`config.mk`:
```
export PLATFORM = sky130hd
export DESIGN_NAME = pc_sequencer_flat
export DESIGN_NICKNAME = d
export VERILOG_FILES = /design/src/rtl/pc_sequencer_if.sv /design/src/rtl/pc_sequencer.sv /design/src/flat_wrapper.sv
export SDC_FILE = /design/constraint.sdc
export NUM_CORES = 1
export LEC_CHECK = 0
export CORE_UTILIZATION = 30
export DETAILED_ROUTE_END_ITERATION = 7
export GPL_TIMING_DRIVEN = 0
export PLACE_DENSITY = 0.54
export RECOVER_POWER = 100
export SETUP_SLACK_MARGIN = 0.1
export SLEW_MARGIN = 20
export SYNTH_ARGS = -nofsm -noshare
export SYNTH_HDL_FRONTEND = slang
export SYNTH_SLANG_ARGS = --single-unit
export TNS_END_PERCENT = 1
```
`constraint.sdc`:
```
create_clock -name clk -period 4.9 [get_ports clk]
set_clock_uncertainty 0.1 [all_clocks]
set_input_delay 0.735 -clock clk [delete_from_list [all_inputs] [get_ports clk]]
set_output_delay 0.735 -clock clk [all_outputs]
set_load 0.05 [all_outputs]
```
`src/rtl/pc_sequencer_if.sv`:
```
// Bundle between the control decoder / instruction memory side (master)
// and the PC sequencer (slave). CNT_W sizes the statistics counters.
interface pc_sequencer_if #(
   parameter int CNT_W = 16
) ();
   logic [31:0]      instr;
   logic             branch_eq;
   logic             branch_ne;
   logic             jump;
   logic             zero;
   logic             stall;
   logic [31:0]      pc;
   logic [31:0]      pc_plus4;
   logic             redirect;
   logic             halted;
   logic [CNT_W-1:0] taken_count;
   logic [CNT_W-1:0] jump_count;

   modport master (
      output instr, branch_eq, branch_ne, jump, zero, stall,
      input  pc, pc_plus4, redirect, halted, taken_count, jump_count
   );

   modport slave (
      input  instr, branch_eq, branch_ne, jump, zero, stall,
      output pc, pc_plus4, redirect, halted, taken_count, jump_count
   );
endinterface

```
`src/rtl/pc_sequencer.sv`:
```
// Program-counter stage: selects jump / branch / sequential next PC,
// registers it every unstalled cycle, and halts on a jump-to-self.
// Optional taken-branch / jump statistics are built when PC_STATS_EN is defined.
//
// state   | meaning
// --------+-----------------------------------------------------------
// ST_RUN  | normal fetch; PC advances unless stalled
// ST_HALT | jump-to-self seen; PC frozen until reset
module pc_sequencer #(
   parameter logic [31:0] RESET_PC = 32'h0000_0000,
   parameter int          CNT_W    = 16
) (
   input  logic           clk,
   input  logic           reset,
   pc_sequencer_if.slave  bus
);

   typedef enum logic {
      ST_RUN  = 1'b0,
      ST_HALT = 1'b1
   } state_t;

   state_t      state_q, state_d;
   logic [31:0] pc_q, pc_d;
   logic        redirect_q, redirect_d;

   logic [31:0] pc_plus4;
   logic [31:0] br_target;
   logic [31:0] j_target;
   logic        br_taken;
   logic [31:0] next_pc;
   logic        advance;

   // Next-PC candidates and priority select: jump over branch over sequential.
   always_comb begin
      pc_plus4  = pc_q + 32'd4;
      br_target = pc_plus4 + {{14{bus.instr[15]}}, bus.instr[15:0], 2'b00};
      j_target  = {pc_plus4[31:26], bus.instr[23:0], 2'b00};
      br_taken  = (bus.branch_eq & bus.zero) | (bus.branch_ne & ~bus.zero);
      if (bus.jump)
         next_pc = j_target;
      else if (br_taken)
         next_pc = br_target;
      else
         next_pc = pc_plus4;
   end

   // Run/halt next-state, PC and redirect update.
   always_comb begin
      state_d    = state_q;
      pc_d       = pc_q;
      redirect_d = 1'b0;
      advance    = 1'b0;
      case (state_q)
         ST_RUN: begin
            if (!bus.stall) begin
               advance = 1'b1;
               if (bus.jump && (j_target == pc_q)) begin
                  // Jump-to-self does not move the PC, so nothing is redirected.
                  state_d = ST_HALT;
               end else begin
                  pc_d       = next_pc;
                  redirect_d = bus.jump | br_taken;
               end
            end
         end
         ST_HALT: begin
            state_d = ST_HALT;
         end
         default: begin
            state_d = ST_RUN;
         end
      endcase
   end

   // State, PC and redirect registers.
   always_ff @(posedge clk or posedge reset) begin
      if (reset) begin
         state_q    <= ST_RUN;
         pc_q       <= RESET_PC;
         redirect_q <= 1'b0;
      end else begin
         state_q    <= state_d;
         pc_q       <= pc_d;
         redirect_q <= redirect_d;
      end
   end

   assign bus.pc       = pc_q;
   assign bus.pc_plus4 = pc_plus4;
   assign bus.redirect = redirect_q;
   assign bus.halted   = (state_q == ST_HALT);

`ifdef PC_STATS_EN
   logic [CNT_W-1:0] taken_cnt_q, taken_cnt_d;
   logic [CNT_W-1:0] jump_cnt_q, jump_cnt_d;

   // Saturating statistics counters, stepped only on unstalled RUN edges.
   always_comb begin
      taken_cnt_d = taken_cnt_q;
      jump_cnt_d  = jump_cnt_q;
      if (advance) begin
         if (br_taken && !bus.jump && (taken_cnt_q != {CNT_W{1'b1}}))
            taken_cnt_d = taken_cnt_q + 1'b1;
         if (bus.jump && (jump_cnt_q != {CNT_W{1'b1}}))
            jump_cnt_d = jump_cnt_q + 1'b1;
      end
   end

   // Statistics counter registers.
   always_ff @(posedge clk or posedge reset) begin
      if (reset) begin
         taken_cnt_q <= '0;
         jump_cnt_q  <= '0;
      end else begin
         taken_cnt_q <= taken_cnt_d;
         jump_cnt_q  <= jump_cnt_d;
      end
   end

   assign bus.taken_count = taken_cnt_q;
   assign bus.jump_count  = jump_cnt_q;
`else
   logic advance_unused;
   assign advance_unused  = advance;
   assign bus.taken_count = {CNT_W{1'b0}};
   assign bus.jump_count  = {CNT_W{1'b0}};
`endif

endmodule

```
`src/flat_wrapper.sv`:
```
// flat-port wrapper written by rule: the top's interface ports become plain ports
module pc_sequencer_flat 
#(
   parameter logic [31:0] RESET_PC = 32'h0000_0000,
   parameter int          CNT_W    = 16
)
  (clk, reset, bus_instr, bus_branch_eq, bus_branch_ne, bus_jump, bus_zero, bus_stall, bus_pc, bus_pc_plus4, bus_redirect, bus_halted, bus_taken_count, bus_jump_count);
  pc_sequencer_if #(.CNT_W(CNT_W)) bus_i ();
  input  logic clk;
  input  logic reset;
  input wire logic [$bits(bus_i.instr)-1:0] bus_instr;
  input wire logic [$bits(bus_i.branch_eq)-1:0] bus_branch_eq;
  input wire logic [$bits(bus_i.branch_ne)-1:0] bus_branch_ne;
  input wire logic [$bits(bus_i.jump)-1:0] bus_jump;
  input wire logic [$bits(bus_i.zero)-1:0] bus_zero;
  input wire logic [$bits(bus_i.stall)-1:0] bus_stall;
  output wire logic [$bits(bus_i.pc)-1:0] bus_pc;
  output wire logic [$bits(bus_i.pc_plus4)-1:0] bus_pc_plus4;
  output wire logic [$bits(bus_i.redirect)-1:0] bus_redirect;
  output wire logic [$bits(bus_i.halted)-1:0] bus_halted;
  output wire logic [$bits(bus_i.taken_count)-1:0] bus_taken_count;
  output wire logic [$bits(bus_i.jump_count)-1:0] bus_jump_count;
  assign bus_i.instr = bus_instr;
  assign bus_i.branch_eq = bus_branch_eq;
  assign bus_i.branch_ne = bus_branch_ne;
  assign bus_i.jump = bus_jump;
  assign bus_i.zero = bus_zero;
  assign bus_i.stall = bus_stall;
  assign bus_pc = bus_i.pc;
  assign bus_pc_plus4 = bus_i.pc_plus4;
  assign bus_redirect = bus_i.redirect;
  assign bus_halted = bus_i.halted;
  assign bus_taken_count = bus_i.taken_count;
  assign bus_jump_count = bus_i.jump_count;
  pc_sequencer #(.RESET_PC(RESET_PC), .CNT_W(CNT_W)) u_core (.clk(clk), .reset(reset), .bus(bus_i));
endmodule
```
* Yosys cells after proc, flatten, opt, wreduce, memory -nomap -nowiden
Cells that the tools add are included.
** Word-level totals
- Word-level logic and storage cells :: 24
- Output and inout port bits :: 98
- Bits in registers :: 34
** Cells by class
- Reductions and logical operators :: 2
- Muxes and demuxes :: 8
- Add/sub/neg operators :: 2
- Bitwise operators :: 8
- Equal/unequal tests :: 1
** Operators by type and width (number)
- 32-bit two-way mux :: 2
- 32-bit by 3-bit adder with 32-bit output (second input constant) :: 1
- 32-bit adder :: 1
- 32-bit == test :: 1
- 1-bit two-way mux :: 5
- 1-bit inverter :: 4
- 3-bit AND reduction :: 1
- 1-bit AND :: 2
- 1-bit bitwise OR :: 2
- 1-bit case mux with 2 select lines :: 1
- 1-bit logical AND :: 1

* Depth between registers and ports, before layout
Gate-level depths: netlist of run 1.
- Word-level depth :: 7
- Depth in mapped cells :: 16
- Mapped depth without buffers :: 14

* Least setup slack after synthesis of run 1
Ideal clock, no wire load.
- Kind :: register to register
- Start point :: reg u_core.pc_q[3] (netlist: u_core.bus.pc[3])
- End point :: reg u_core.pc_q[31] (netlist: u_core.bus.pc[31])
- Required time :: 4.707 ns
- Stages on the path, launching flop included :: 17
- Library setup time :: 0.093 ns
- Arrival time :: 4.858 ns
- Clock period less this slack :: 5.050 ns
- Setup slack :: -0.150 ns
- Cell sequence :: dfrtp_1 -> ha_1 -> nand4_1 -> nor3_2 -> or4b_1 -> clkbuf_1 -> nor2_1 -> xor2_1 -> ha_1 -> clkbuf_1 -> a21oi_1 -> nor2b_1 -> or4_1 -> a21oi_2 -> o21bai_1 -> and4_1 -> o31ai_2
** Between the ends
- Word-level cells in the longest chain between the ends :: 5
- Elaborated cells between the ends (all ways) :: 8
** RTL lines
- start, declared :: line pc_sequencer.sv:24 : logic [31:0] pc_q, pc_d;
- start signal, assigned :: line pc_sequencer.sv:84 : pc_q <= pc_d;
- 32-bit by 3-bit adder with 32-bit output * :: line pc_sequencer.sv:36 : pc_plus4 = pc_q + 32'd4;
- named net bus_pc_plus4[28] :: line flat_wrapper.sv:18 : output wire logic [$bits(bus_i.pc_plus4)-1:0] bus_pc_plus4;
- parallel branches: the longest is 4 deep, another holds 32-bit adder
Mark *: on every way through the listed nets, which the timed path passes.
A chain may end at the register's enable or synchronous reset.

* Final worst setup path of run 1
- Start point :: reg u_core.pc_q[4] (netlist: u_core.bus.pc[4])
- End point :: reg u_core.pc_q[31] (netlist: u_core.bus.pc[31])
** Between the ends
- Word-level cells in the longest chain between the ends :: 5
- Elaborated cells between the ends (all ways) :: 8
** RTL lines
- parallel branches: the longest is 5 deep, another holds 32-bit by 3-bit adder with 32-bit output
Several ways; the timed one is not identified.

==> results.rst, run 1 <==
.. list-table::
   :header-rows: 1

   * - Metric
     - Value
   * - Number of enable-type register cells in the synthesized netlist
     - 0
   * - Sequential area share after synthesis
     - 17.41%
   * - Total leakage power
     - 2.721 nW
   * - Final critical-path required period
     - 4.517 ns
   * - Post-detailed-placement half-perimeter wirelength
     - 13.16 mm
   * - Critical Path Fanout Max
     - 8
   * - Area post-placement
     - 0.005907 mm^2
   * - Insertion delay to the later sink of the worst-skew pair
     - 0.29 ns
   * - Number of DRC markers after the initial detailed-route iteration
     - 330
   * - Total overflow reported by the global router
     - 0
   * - Antenna-violating nets left
     - 0
   * - IO Count
     - 137
   * - Total CTS buffers
     - 5
   * - Largest net degree at the start of global routing
     - 24
   * - Type of destination of the critical path
     - flop
   * - Synthesized area divided by synthesized cell count
     - 7.782 um^2
   * - First-pass iteration count of the detailed router
     - 5
   * - Actual slew at the worst max-slew pin
     - 1.391 ns
   * - Number of failing setup endpoints in the final timing report
     - 0
   * - Site row count
     - 44
   * - Total Wirelength
     - 16.61 mm
   * - Ratio of cells with drive above 1 in the final layout
     - 10.58%
   * - Period utilization
     - 92.18%
   * - Count of final max-slew check failures
     - 0
   * - Most frequent standard cell in the layout excluding fill and tap cells
     - sky130_fd_sc_hd__dlygate4sd3_1
   * - Number of flip-flops and latches in the synthesized netlist
     - 32
   * - Gr usage total
     - 21.11%
   * - Cells after synthesis
     - 591
   * - Reg2Reg Depth
     - 15
   * - Clock-pin transition on the worst setup and hold timing paths
     - 0.06 ns
   * - Fmax achieved
     - 221.4 MHz
   * - H-tree depth
     - 2
   * - Maximum Capacitance Violations
     - 0
   * - Worst path setup slack after routing
     - 0.3832 ns
   * - Number of hold-repair buffers added at the cts stage
     - 0
   * - Synthesis-to-layout area growth
     - 31.66%
   * - Initial antenna violation count
     - 0
   * - Number of antenna cells inserted
     - 0
   * - Via count of the first global-routing pass
     - 4,624
   * - Max-Slew Margin vs Limit
     - 7.248%
   * - Critical Path Start Type
     - flop
   * - Number of fill cells
     - 1,530
   * - Outcome
     - completed
   * - CTS Sinks
     - 32
   * - Ratio of total power to cell area
     - 431.2 mW/mm^2
   * - Cell area after layout
     - 0.006056 mm^2
   * - Startpoint-to-endpoint class of the critical path
     - reg -> reg
   * - Die footprint
     - 0.01583 mm^2
   * - Top cell type's share of synthesized area
     - 17.41%
   * - Sequential standard cell area
     - 800.8 um^2
   * - Pre-CTS worst setup slack
     - 0.03632 ns
   * - Distinct cell type count of the synthesized netlist
     - 69
   * - Post-synth ARST share
     - 100.0%
   * - Core Footprint
     - 0.01475 mm^2
   * - Post-route setup TNS
     - 0 ns
   * - Net count reported at finish
     - 803
   * - Synth warn
     - 0
   * - Average vias per placed instance
     - 5.342
   * - Final Hold Vio Count
     - 0
   * - Instance count along the most critical hold path
     - 1
   * - Post-detailed-route wirelength per cell
     - 18.21 um
   * - Root Buffer Master
     - sky130_fd_sc_hd__clkbuf_16
   * - Top cells by area in the synthesized netlist
     - sky130_fd_sc_hd__dfrtp_1, sky130_fd_sc_hd__ha_1, sky130_fd_sc_hd__xor2_1
   * - Number of vias in the routed layout
     - 4,872
   * - Worst path required time
     - 5.00 ns
   * - Top library cells by usage in the layout, fill and taps aside
     - sky130_fd_sc_hd__dlygate4sd3_1, sky130_fd_sc_hd__nand2_1, sky130_fd_sc_hd__a21oi_1, sky130_fd_sc_hd__buf_4
   * - DRC
     - 0
   * - Port Buf Inserts
     - 91
   * - Kind of path behind the tightest hold check
     - reg -> reg
   * - Die Width
     - 125.8 um
   * - Predominant post-synthesis flop cell
     - sky130_fd_sc_hd__dfrtp_1
   * - Crit path arrival time
     - 4.61 ns
   * - Cell type with the largest total area after synthesis
     - sky130_fd_sc_hd__dfrtp_1
   * - Area of combinational cells with multiple inputs
     - 0.003446 mm^2
   * - Maximum clock insertion buffer count
     - 2
   * - Setup repair after global routing missed its margin
     - no
   * - Post-Syn Area
     - 0.004599 mm^2
   * - Die boundary height
     - 125.8 um
   * - Starting Density
     - 31.17%
   * - Worst-case vdd ir drop
     - 0.0001423 V
   * - Routability Congestion
     - 0.9204
   * - Final hold slack
     - 0.3855 ns
   * - First-pass GRT wire length
     - 25.76 mm
   * - Clock tree from TritonCTS
     - done
==> synth_stat cells (3+ instances only) <==
cell type                  instances
sky130_fd_sc_hd__inv_1            15
sky130_fd_sc_hd__nand3_1          15
sky130_fd_sc_hd__a211o_1           3
sky130_fd_sc_hd__nor3_1            9
sky130_fd_sc_hd__o31ai_1          11
sky130_fd_sc_hd__a21o_1           21
sky130_fd_sc_hd__xnor2_1          32
sky130_fd_sc_hd__o21ai_1          16
sky130_fd_sc_hd__o211ai_1          9
sky130_fd_sc_hd__mux2_2            3
sky130_fd_sc_hd__nand4_1           9
sky130_fd_sc_hd__o22ai_1           3
sky130_fd_sc_hd__nor2_1           38
sky130_fd_sc_hd__ha_1             36
sky130_fd_sc_hd__xor2_1           40
sky130_fd_sc_hd__a21oi_2           3
sky130_fd_sc_hd__buf_2            11
sky130_fd_sc_hd__nor4_1            9
sky130_fd_sc_hd__buf_4            36
sky130_fd_sc_hd__o21ai_0          28
sky130_fd_sc_hd__or4_1             4
sky130_fd_sc_hd__a21boi_0          3
sky130_fd_sc_hd__nand2_1          59
sky130_fd_sc_hd__o21bai_1          3
sky130_fd_sc_hd__a21oi_1          41
sky130_fd_sc_hd__nor2b_1           3
sky130_fd_sc_hd__a211oi_1         12
sky130_fd_sc_hd__clkbuf_1         17
sky130_fd_sc_hd__o311a_1           3
sky130_fd_sc_hd__or3_1             3
sky130_fd_sc_hd__and3_1           11
sky130_fd_sc_hd__mux2i_1           3
sky130_fd_sc_hd__a31oi_1           5
sky130_fd_sc_hd__dfrtp_1          32
==> worst paths after layout <==
check	start	to	slack, ns
worst max-delay path	u_core.bus.pc[4]	u_core.bus.pc[31]	0.38
worst min-delay path	u_core.bus.halted	u_core.bus.halted	0.39
worst max register to register	u_core.bus.pc[4]	u_core.bus.pc[31]	0.38
worst min register to register	u_core.bus.halted	u_core.bus.halted	0.39
max in group asynchronous	reset	u_core.bus.pc[15]	2.25
min in group asynchronous	reset	u_core.bus.pc[10]	0.80
==> per-layer routing <==
| layer | up-vias | share of wire [%] | track usage (%) |
|---|---|---|---|
| li1 | 2358 | - | - |
| met5 | - | 0 | 0 |
| met4 | 0 | 2.0 | 6.591 |
| met2 | 181 | 46 | 34.93 |
| met1 | 2314 | 46 | 28.62 |
| met3 | 19 | 5.9 | 2.591 |
==> state kept, by name (all words and copies together), names as in the netlist <==
name and count:
u_core.bus.pc 30, u_core.bus.halted 1, u_core.bus.redirect 1
==> layout make-up <==
| cell class | instances | area share (%) |
|---|---|---|
| buffer | 65 | 6.591 |
| clock buffer | 7 | 2.521 |
| clock inverter | 1 | 0.4959 |
| inverter | 16 | 0.9917 |
| multi-input combinational | 512 | 56.90 |
| sequential | 32 | 13.22 |
| tap | 184 | 3.802 |
| timing repair buffer | 95 | 15.48 |
==> stage by stage <==
step	instances	total power [mW]	utilization [%]
after floorplan	626	1.737	-
after global placement	901	2.241	39.90
after detailed placement	902	2.260	40.04
after CTS	911	2.671	41.37
after global routing	912	2.763	41.04
final	912	2.611	41.04
==> report_power, final <==
part | total, mW | internal (mW) | switching (mW)
clock | 0.400 | 0.268 | 0.132
combinational | 1.79 | 0.606 | 1.18
sequential | 0.423 | 0.324 | 0.0997
==> kinds of logic after synthesis <==
logic type	Yosys count	share of synthesized area, %
flops	32	17.41
xor+xnor	72	13.71
other cells	1	0.08153
compound gates	179	26.28
fa+ha+maj	37	10.23
mux	8	1.877
simple gates	180	20.16
buf+inv	82	10.26
==> repair_timing <==
| action | 4_1_cts | 5_1_grt |
|---|---|---|
| gates resized for setup | 1 | 0 |
| endpoints found under the setup margin | 2 | 2 |
| pin swaps | 1 | 1 |
| buffers inserted | 1 | 2 |
==> worst max-delay path: stages (launching register included) <==
cell and delay, ns:
sky130_fd_sc_hd__dfrtp_1 0.33, sky130_fd_sc_hd__buf_2 0.19, sky130_fd_sc_hd__and3_1 0.24, sky130_fd_sc_hd__nand3_1 0.45, sky130_fd_sc_hd__nor3_1 0.44, sky130_fd_sc_hd__nand3_1 0.14
sky130_fd_sc_hd__xnor2_1 0.38, sky130_fd_sc_hd__ha_1 0.25, sky130_fd_sc_hd__nand2_1 0.10, sky130_fd_sc_hd__nor2_1 0.17, sky130_fd_sc_hd__nand3_1 0.12, sky130_fd_sc_hd__o311ai_1 0.58
sky130_fd_sc_hd__a21oi_2 0.12, sky130_fd_sc_hd__or3b_1 0.41, sky130_fd_sc_hd__and4_1 0.21, sky130_fd_sc_hd__o31ai_1 0.21
Power figures use the tool's default switching activity.
==> run 2: changes to the inputs <==
==> constraint.sdc (replaced) <==
create_clock -name clk -period 4.9 [get_ports clk]
set_clock_uncertainty 0.1 [all_clocks]
set_input_delay 0.49 -clock clk [delete_from_list [all_inputs] [get_ports clk]]
set_output_delay 0.49 -clock clk [all_outputs]
set_load 0.05 [all_outputs]
==> run 2 against run 1 <==
Effect of this change:
- worst hold slack is essentially flat
- combinational power about the same
- sequential share of layout area is essentially flat
- critical path depth down 2
- design area rose by 0.17%
- clock-buffer cell count is the same
- routed wire length barely moved
- utilization grew 0.068 points
- largest cell class unchanged
- highest routed layer unchanged
==> results.rst, run 2 (synthesis results as in run 1) <==
.. list-table::
   :header-rows: 1

   * - Metric
     - Value
   * - Die boundary height
     - 125.8 um (unchanged)
   * - Synthesis-to-layout area growth
     - 31.88% (was 31.66%)
   * - Net count reported at finish
     - 803 (unchanged)
   * - Final hold slack
     - 0.3854 ns (was 0.3855 ns)
   * - First-pass iteration count of the detailed router
     - 5 (unchanged)
   * - First-pass GRT wire length
     - 25.76 mm (unchanged)
   * - Setup repair after global routing missed its margin
     - no (unchanged)
   * - Post-detailed-route wirelength per cell
     - 18.22 um (was 18.21 um)
   * - DRC
     - 0 (unchanged)
   * - Crit path arrival time
     - 4.74 ns (was 4.61 ns)
   * - Maximum clock insertion buffer count
     - 2 (unchanged)
   * - Gr usage total
     - 21.11% (unchanged)
   * - Ratio of cells with drive above 1 in the final layout
     - 10.44% (was 10.58%)
   * - Total CTS buffers
     - 5 (unchanged)
   * - Maximum Capacitance Violations
     - 0 (unchanged)
   * - Max-Slew Margin vs Limit
     - 8.209% (was 7.248%)
   * - Initial antenna violation count
     - 0 (unchanged)
   * - Most frequent standard cell in the layout excluding fill and tap cells
     - sky130_fd_sc_hd__dlygate4sd3_1 (unchanged)
   * - Number of antenna cells inserted
     - 0 (unchanged)
   * - Total overflow reported by the global router
     - 0 (unchanged)
   * - Die Width
     - 125.8 um (unchanged)
   * - Insertion delay to the later sink of the worst-skew pair
     - 0.29 ns (about the same)
   * - Kind of path behind the tightest hold check
     - reg -> reg (unchanged)
   * - Largest net degree at the start of global routing
     - 24 (unchanged)
   * - Final core area utilization
     - 41.11% (was 41.04%)
   * - Post-detailed-placement half-perimeter wirelength
     - 13.16 mm (unchanged)
   * - Outcome
     - completed (unchanged)
   * - Starting Density
     - 31.17% (unchanged)
   * - Critical Path Start Type
     - flop (unchanged)
   * - Antenna-violating nets left
     - 0 (unchanged)
   * - Period utilization
     - 94.19% (was 92.18%)
   * - Number of hold-repair buffers added at the cts stage
     - 0 (unchanged)
   * - Number of DRC markers after the initial detailed-route iteration
     - 368 (was 330)
   * - Worst path required time
     - 5.03 ns (was 5.00 ns)
   * - Total leakage power
     - 2.716 nW (was 2.721 nW)
   * - Count of final max-slew check failures
     - 0 (unchanged)
   * - Core Footprint
     - 0.01475 mm^2 (unchanged)
   * - Type of destination of the critical path
     - flop (unchanged)
   * - Final Hold Vio Count
     - 0 (unchanged)
   * - Startpoint-to-endpoint class of the critical path
     - reg -> reg (unchanged)
   * - Site row count
     - 44 (unchanged)
   * - Instance count along the most critical hold path
     - 1 (unchanged)
   * - Die footprint
     - 0.01583 mm^2 (unchanged)
   * - Critical Path Fanout Max
     - 8 (unchanged)
   * - Root Buffer Master
     - sky130_fd_sc_hd__clkbuf_16 (unchanged)
   * - Largest register FFs
     - 30 (unchanged)
   * - Clock-pin transition on the worst setup and hold timing paths
     - 0.06 ns (about the same)
   * - Port Buf Inserts
     - 91 (unchanged)
   * - Fmax achieved
     - 216.7 MHz (was 221.4 MHz)
   * - Routability Congestion
     - 0.9204 (unchanged)
   * - Post-route setup TNS
     - 0 ns (unchanged)
   * - Top library cells by usage in the layout, fill and taps aside
     - sky130_fd_sc_hd__dlygate4sd3_1, sky130_fd_sc_hd__nand2_1, sky130_fd_sc_hd__a21oi_1, sky130_fd_sc_hd__xor2_1, sky130_fd_sc_hd__nor2_1 (was sky130_fd_sc_hd__dlygate4sd3_1, sky130_fd_sc_hd__nand2_1, sky130_fd_sc_hd__a21oi_1, sky130_fd_sc_hd__buf_4)
   * - Number of failing setup endpoints in the final timing report
     - 0 (unchanged)
   * - Average vias per placed instance
     - 5.404 (was 5.342)
   * - CTS Sinks
     - 32 (unchanged)
   * - Clock tree from TritonCTS
     - done (unchanged)
   * - Via count of the first global-routing pass
     - 4,624 (unchanged)
   * - Total Wirelength
     - 16.62 mm (was 16.61 mm)
   * - Number of vias in the routed layout
     - 4,928 (was 4,872)
   * - Final critical-path required period
     - 4.615 ns (was 4.517 ns)
   * - Worst-case vdd ir drop
     - 0.0001422 V (was 0.0001423 V)
   * - IO Count
     - 137 (unchanged)
   * - Actual slew at the worst max-slew pin
     - 1.377 ns (was 1.391 ns)
   * - Power after layout
     - 2.618 mW (was 2.611 mW)
   * - Ratio of total power to cell area
     - 431.7 mW/mm^2 (was 431.2 mW/mm^2)
   * - Reg2Reg Depth
     - 13 (was 15)
   * - H-tree depth
     - 2 (unchanged)
-- run 2: area by class of cell --
class / instances / area, um^2
Tap cell: 184 / 230.2
Timing Repair Buffer: 95 / 929.6
Sequential cell: 32 / 800.8
Multi-Input combinational cell: 512 / 3466
Fill cell: 1527 / 8688
Inverter: 16 / 60.06
Clock inverter: 1 / 30.03
Buffer: 65 / 396.6
Clock buffer: 7 / 152.6
-- run 2: final timing paths --
kind	startpoint	end	slack (ns)
setup / recovery	u_core.bus.pc[4]	u_core.bus.pc[24]	0.28
hold / removal	u_core.bus.halted	u_core.bus.halted	0.39
setup reg to reg	u_core.bus.pc[4]	u_core.bus.pc[24]	0.28
hold reg to reg	u_core.bus.halted	u_core.bus.halted	0.39
max in group asynchronous	reset	u_core.bus.pc[15]	2.51
min in group asynchronous	reset	u_core.bus.pc[10]	0.56
-- run 2: repair_timing --
action	in CTS	in global routing
pin swaps	1	1
gates resized for setup	1	0
setup endpoints to repair	1	1
buffers inserted	1	2
-- run 2: power by group --
part	switching, mW	internal [mW]	leakage (nW)
Combinational	1.18	0.610	2.24
Sequential	0.100	0.324	0.388
Clock	0.132	0.268	0.0901
Total	1.42	1.20	2.72
-- run 2: metrics by stage --
step                      worst slack (ns)  cell area [um^2]  instances
after floorplan                     0.1337              4746        626
after global placement             0.09657              5887        901
after detailed placement           0.03632              5907        902
after CTS                           0.1888              6103        911
after global routing               0.08958              6066        912
final                               0.2849              6066        912
-- run 2: critical path, stage by stage (launching register included) --
cell and delay (ns):
sky130_fd_sc_hd__dfrtp_1 0.33, sky130_fd_sc_hd__clkbuf_2 0.20, sky130_fd_sc_hd__and3_1 0.25, sky130_fd_sc_hd__nand3_1 0.44, sky130_fd_sc_hd__xnor2_1 0.45, sky130_fd_sc_hd__ha_1 0.36, sky130_fd_sc_hd__and3_1 0.20, sky130_fd_sc_hd__a221oi_1 0.74
sky130_fd_sc_hd__a22oi_2 0.25, sky130_fd_sc_hd__a31oi_1 0.40, sky130_fd_sc_hd__o21ai_1 0.16, sky130_fd_sc_hd__xnor2_1 0.18, sky130_fd_sc_hd__a2111oi_2 0.37, sky130_fd_sc_hd__a21o_1 0.12
-- run 2: routing by layer --
| metal | global-route usage [%] | wire, um |
|---|---|---|
| met5 | 0 | 0 |
| met4 | 6.591 | 349 |
| met3 | 2.591 | 1000 |
| met2 | 34.93 | 7656 |
| met1 | 28.62 | 7609 |
